$ cat src/rtl/uart_tx.sv
// UART transmitter: start bit, 8 data bits LSB first, optional parity, one stop bit.
// Define UART_TX_HOLD_REG_EN to add a one-byte holding register for back-to-back frames.
module uart_tx #(
    parameter int unsigned CLOCK_DIVIDER_WIDTH = 16
) (
    input  logic                           clock_i,
    input  logic                           reset_n_i,
    input  logic                           send_i,
    input  logic [7:0]                     data_i,
    input  logic                           parity_bit_i,
    input  logic                           parity_even_i,
    input  logic [CLOCK_DIVIDER_WIDTH-1:0] clock_divider_i,
    output logic                           serial_o,
    output logic                           ready_o,
    output logic                           busy_o
);

    localparam logic [CLOCK_DIVIDER_WIDTH-1:0] One = CLOCK_DIVIDER_WIDTH'(1);
    localparam logic [CLOCK_DIVIDER_WIDTH-1:0] Two = CLOCK_DIVIDER_WIDTH'(2);

    typedef enum logic [2:0] {StIdle, StStart, StData, StParity, StStop} state_e;

    state_e                         state_q;
    logic                           pend_q;
    logic [7:0]                     shift_q;
    logic                           par_en_q;
    logic                           par_val_q;
    logic [CLOCK_DIVIDER_WIDTH-1:0] div_q;
    logic [CLOCK_DIVIDER_WIDTH-1:0] timer_q;
    logic [2:0]                     bit_cnt_q;
    logic                           send_trig_q;
    logic                           serial_q;
    logic                           ready_q;
    logic                           busy_q;

    logic accept;
    logic bit_done;
    logic stop_end;
    logic par_in;
    logic direct;

    assign accept   = send_i && ready_q && !send_trig_q && (clock_divider_i >= Two);
    assign bit_done = (timer_q == '0);
    assign stop_end = (state_q == StStop) && bit_done;
    assign par_in   = (^data_i) ^ (~parity_even_i);

`ifdef UART_TX_HOLD_REG_EN
    logic                           hold_valid_q;
    logic [7:0]                     hold_data_q;
    logic                           hold_par_en_q;
    logic                           hold_par_val_q;
    logic [CLOCK_DIVIDER_WIDTH-1:0] hold_div_q;
    logic                           to_hold;
    logic                           drain;
    logic                           hold_valid_d;

    // A byte goes straight to the shifter only when no frame is pending, running or about to chain.
    assign direct       = ((state_q == StIdle) && !pend_q) || (stop_end && !hold_valid_q);
    assign to_hold      = accept && !direct;
    assign drain        = stop_end && hold_valid_q;
    assign hold_valid_d = to_hold || (hold_valid_q && !drain);
`else
    assign direct = 1'b1;
`endif

    always_ff @(posedge clock_i) begin
        if (!reset_n_i) begin
            state_q     <= StIdle;
            pend_q      <= 1'b0;
            shift_q     <= '0;
            par_en_q    <= 1'b0;
            par_val_q   <= 1'b0;
            div_q       <= '0;
            timer_q     <= '0;
            bit_cnt_q   <= '0;
            send_trig_q <= 1'b0;
            serial_q    <= 1'b1;
            ready_q     <= 1'b1;
            busy_q      <= 1'b0;
`ifdef UART_TX_HOLD_REG_EN
            hold_valid_q   <= 1'b0;
            hold_data_q    <= '0;
            hold_par_en_q  <= 1'b0;
            hold_par_val_q <= 1'b0;
            hold_div_q     <= '0;
`endif
        end else begin
            if (!send_i) begin
                send_trig_q <= 1'b0;
            end else if (accept) begin
                send_trig_q <= 1'b1;
            end

            if (!bit_done) begin
                timer_q <= timer_q - One;
            end

            case (state_q)
                StIdle: begin
                    if (pend_q) begin
                        pend_q   <= 1'b0;
                        state_q  <= StStart;
                        serial_q <= 1'b0;
                        busy_q   <= 1'b1;
                        timer_q  <= div_q - One;
                    end
                end
                StStart: begin
                    if (bit_done) begin
                        state_q   <= StData;
                        serial_q  <= shift_q[0];
                        bit_cnt_q <= '0;
                        timer_q   <= div_q - One;
                    end
                end
                StData: begin
                    if (bit_done) begin
                        timer_q <= div_q - One;
                        if (bit_cnt_q == 3'd7) begin
                            if (par_en_q) begin
                                state_q  <= StParity;
                                serial_q <= par_val_q;
                            end else begin
                                state_q  <= StStop;
                                serial_q <= 1'b1;
                            end
                        end else begin
                            bit_cnt_q <= bit_cnt_q + 3'd1;
                            shift_q   <= {1'b0, shift_q[7:1]};
                            serial_q  <= shift_q[1];
                        end
                    end
                end
                StParity: begin
                    if (bit_done) begin
                        state_q  <= StStop;
                        serial_q <= 1'b1;
                        timer_q  <= div_q - One;
                    end
                end
                StStop: begin
                    if (bit_done) begin
`ifdef UART_TX_HOLD_REG_EN
                        if (hold_valid_q) begin
                            // Chain the held byte: start bit follows the stop bit with no gap.
                            state_q   <= StStart;
                            serial_q  <= 1'b0;
                            shift_q   <= hold_data_q;
                            par_en_q  <= hold_par_en_q;
                            par_val_q <= hold_par_val_q;
                            div_q     <= hold_div_q;
                            timer_q   <= hold_div_q - One;
                        end else begin
                            state_q  <= StIdle;
                            serial_q <= 1'b1;
                            busy_q   <= 1'b0;
                        end
`else
                        state_q  <= StIdle;
                        serial_q <= 1'b1;
                        busy_q   <= 1'b0;
`endif
                    end
                end
                default: state_q <= StIdle;
            endcase

            if (accept && direct) begin
                shift_q   <= data_i;
                par_en_q  <= parity_bit_i;
                par_val_q <= par_in;
                div_q     <= clock_divider_i;
                pend_q    <= 1'b1;
            end

`ifdef UART_TX_HOLD_REG_EN
            hold_valid_q <= hold_valid_d;
            ready_q      <= !hold_valid_d;
            if (to_hold) begin
                hold_data_q    <= data_i;
                hold_par_en_q  <= parity_bit_i;
                hold_par_val_q <= par_in;
                hold_div_q     <= clock_divider_i;
            end
`else
            if (accept) begin
                ready_q <= 1'b0;
            end else if (stop_end) begin
                ready_q <= 1'b1;
            end
`endif
        end
    end

    assign serial_o = serial_q;
    assign ready_o  = ready_q;
    assign busy_o   = busy_q;

endmodule

$ cat config.mk
export PLATFORM = sky130hd
export DESIGN_NAME = uart_tx
export DESIGN_NICKNAME = d
export VERILOG_FILES = /design/src/rtl/uart_tx.sv
export SDC_FILE = /design/constraint.sdc
export NUM_CORES = 1
export LEC_CHECK = 0
export BUFFER_PORTS_ARGS = -buffer_cell sky130_fd_sc_hd__buf_2
export CAP_MARGIN = 25
export CORE_UTILIZATION = 60
export DETAILED_ROUTE_END_ITERATION = 6
export GPL_TIMING_DRIVEN = 0
export HOLD_SLACK_MARGIN = 0.05
export PLACE_DENSITY = 0.77
export SKIP_CTS_REPAIR_TIMING = 1
export SYNTH_ARGS = -nofsm -noshare
export SYNTH_HDL_FRONTEND = slang
export SYNTH_SLANG_ARGS = --single-unit
$ cat constraint.sdc
create_clock -name clock_i -period 3.3 [get_ports clock_i]
set_input_delay 0.33 -clock clock_i [delete_from_list [all_inputs] [get_ports clock_i]]
set_output_delay 0.33 -clock clock_i [all_outputs]
set_load 0.02 [all_outputs]
==> results.sh <==
export IMPL_drive_above_1_share_pct=15.4
export IMPL_p_per_area_mw_per_mm2=783
export IMPL_slew_violations=0
export IMPL_relSlewSlack_pct=58.8
export IMPL_multiInputGateArea_mm2=0.00179
export IMPL_coreArea_mm2=0.00472
export IMPL_grt_use_met1_pct=35.8
export IMPL_r2r_end="timer_q[3]"
export IMPL_cap_violations=0
export IMPL_dr_total_vias=2685
export IMPL_worstHoldPathCells=3
export IMPL_hold_end="send_trig_q"
export IMPL_io_pins=32
export IMPL_final_area_mm2=0.00332
export IMPL_portBuffers=31
export IMPL_ys_types=55
export IMPL_finalSetupViolations=0
export IMPL_die_area_mm2=0.00523
export IMPL_period_share_pct=79.0
export IMPL_fin_hold_ws_ps=238
export IMPL_syn_area_mm2=0.00296
export IMPL_r2r_cells=7
export IMPL_cp_arrival_ps=2810
export IMPL_met2_usage_pct=44.5
export IMPL_end_kind="flip-flop"
export IMPL_yosys_warnings=0
export IMPL_r2r_start="timer_q[0]"
export IMPL_finalHoldViolations=0
export IMPL_dp_hpwl_um=4970
export IMPL_regArea_mm2=0.00106
export IMPL_detail_route_wl_per_cell_um=15.1
export IMPL_setup_worst_path_start_class="flip-flop"
export IMPL_ant_nets=0
export IMPL_tightest_slew_ps=618
export IMPL_clk_path_buf_depth=2
export IMPL_synth_edf_count=0
export IMPL_cts_buffers=5
export IMPL_via_per_inst=5.98
export IMPL_rsz0062_at_grt="false"
export IMPL_finalSetupTns_ps=0
export IMPL_grtUsageTotal_pct=27.5
export IMPL_p_total_mw=2.60
export IMPL_path_clk_slew_ps=100
export IMPL_die_x_um=72.3
export IMPL_grt_max_degree=17
export IMPL_syn_inst=343
export IMPL_drt_iter0_drc=174
export IMPL_n_antenna_cell=0
export IMPL_required_ps=3500
export IMPL_path_class="reg2reg"
export IMPL_fmax_mhz=383
export IMPL_path_cells="inv_1 > ha_1 > or3b_2 > nor3_2 > nand2_1 > a222oi_1 > a311oi_1"
export IMPL_place_area_mm2=0.00320
export IMPL_worst_path_max_delay_cell="or3b_2"
export IMPL_r2r_slack_ps=690
export IMPL_drc=0
export IMPL_initial_core_util_pct=62.8
export IMPL_path_max_fanout=7
export IMPL_rows=25
export IMPL_status="complete, no violations"
export IMPL_nFillCells=385
export IMPL_clock_skew_ps=8.37
export IMPL_grt_ovfl_total=0
export IMPL_period_needed_ps=2610
export IMPL_synth_ff_type="dfxtp_1"
export IMPL_gr_usage_met3_pct=5.42
export IMPL_ir_drop_mv=0.350
export IMPL_first_pass_iters=7
export IMPL_yosysSeqAreaShare_pct=35.8
export IMPL_ys_seq_elements=53
export IMPL_p_leak_nw=1.45
export IMPL_cts_tree="yes"
export IMPL_die_y_um=72.3
export IMPL_antenna_found_initial=0
export IMPL_worstHoldStart="send_i"
export IMPL_nets=415
export IMPL_gp_congestion=0.832
export IMPL_hold_path_class="in2reg"
export IMPL_async_flop_share_pct=0
export IMPL_max_stage_delay_ps=520
export IMPL_clock_sinks=53
export IMPL_cts_htree_levels=2
export IMPL_grt_pass1_vias=2439
export IMPL_cts_root_buf="clkbuf_8"
export IMPL_fin_util_pct=70.4
export IMPL_drt_total_wl_um=6760
export IMPL_areaGrowthSynthToFinish_pct=12.1
export IMPL_grt_first_pass_wirelength_um=11200
export IMPL_grt_busiest_layer="met2"
export IMPL_synthesis_nets=377
export IMPL_syn_avg_cell_area_um2=8.64
export IMPL_clkLatencyLatePin_ps=320
-- per-layer routing --
layer  vias to the layer above  wire length [um]
met5                         -                 0
met4                         0                93
met3                        10               365
met2                        80              3190
met1                      1260              3110
li1                       1335                 -
-- how the worst max path moves through the flow --
stage | from | to | slack [ps] | cells after the start
after CTS | timer_q[0] | timer_q[3] | 760 | 7
after global routing | timer_q[0] | timer_q[3] | 550 | 7
final | timer_q[0] | timer_q[3] | 690 | 7
after detailed placement | timer_q[0] | timer_q[3] | 780 | 7
after global placement | timer_q[0] | timer_q[3] | 760 | 7
after floorplan | timer_q[0] | bit_cnt_q[1] | 1210 | 7
-- cell usage after synthesis (all sizes together) (4+ instances only) --
| cell type | instances | area, um^2 |
|---|---|---|
| a211oi | 4 | 30.0 |
| nand2 | 16 | 62.6 |
| o21ai | 18 | 93.8 |
| nor3 | 14 | 80.1 |
| a221oi | 4 | 35.0 |
| xnor2 | 15 | 131 |
| dfxtp | 53 | 1060 |
| buf | 5 | 25.0 |
| inv | 12 | 45.0 |
| nor2 | 31 | 116 |
| and2 | 4 | 25.0 |
| ha | 5 | 62.6 |
| xor2 | 12 | 105 |
| nor4 | 11 | 96.3 |
| mux2i | 26 | 260 |
| o211a | 6 | 60.1 |
| or4 | 7 | 56.3 |
| nand3 | 21 | 110 |
| a21oi | 22 | 110 |
| clkbuf | 12 | 45.0 |
| nand4 | 5 | 31.3 |
| or3 | 6 | 37.5 |
-- registers in the layout, indices dropped and copies added (netlist names) --
signal       count
bit_cnt_q        3
serial_o         1
state_q          3
pend_q           1
div_q           16
shift_q          8
ready_o          1
par_en_q         1
par_val_q        1
busy_o           1
send_trig_q      1
timer_q         16
-- worst max-delay path, delay by kind of cell (launching register included) --
family | cells | cell delay, ps
adder cells (fa/ha/maj) | 1 | 220
AND/OR/NAND/NOR | 3 | 1300
buffers and inverters | 1 | 120
AO/OA/AOI/OAI | 2 | 500
flip-flops | 1 | 360
-- metrics by stage --
stage          instances  setup WS, ps
6_report             449           692
4_1_cts              449           760
5_1_grt              449           546
2_1_floorplan        343          1210
3_5_place_dp         441           776
3_3_place_gp         441           757
-- kinds of logic (layout without fill, tap and decap cells) --
| family | Yosys count | after routing | synth area share [%] |
|---|---|---|---|
| and+or+nand+nor | 129 | 129 | 24.1 |
| adders and majority gates | 5 | 5 | 2.11 |
| buffers and inverters | 29 | 68 | 3.88 |
| muxes | 28 | 28 | 9.54 |
| AOI/OAI and AO/OA | 71 | 71 | 15.8 |
| DFF | 53 | 53 | 35.8 |
| xor gates and xnor gates | 28 | 28 | 8.74 |
-- where the power goes --
group / internal, mW / switching [mW] / total [mW]
combinational: 0.516 / 0.691 / 1.21
sequential: 0.767 / 0.156 / 0.923
clock: 0.247 / 0.225 / 0.472
-- cells in the final DEF (no fill, tap or decap), drive strengths merged, types with 7 or more instances in the layout --
cell type and instances:
mux2i 26, a21oi 22, nand2 16, nor2 31, or4 7, xor2 12, nor4 11, dfxtp 53
nor3 14, o21ai 18, inv 12, xnor2 15, nand3 21, clkbuf 18, buf 36
-- area by class of cell --
| type | instances | share of cell area, % |
|---|---|---|
| Buffer | 17 | 2.11 |
| Clock buffer | 6 | 2.48 |
| Clock inverter | 2 | 1.13 |
| Inverter | 12 | 1.36 |
| Multi-Input combinational cell | 261 | 53.8 |
| Sequential cell | 53 | 31.9 |
| Tap cell | 67 | 2.52 |
| Timing Repair Buffer | 31 | 4.67 |
Note: power is estimated with default switching activity, not from simulation.
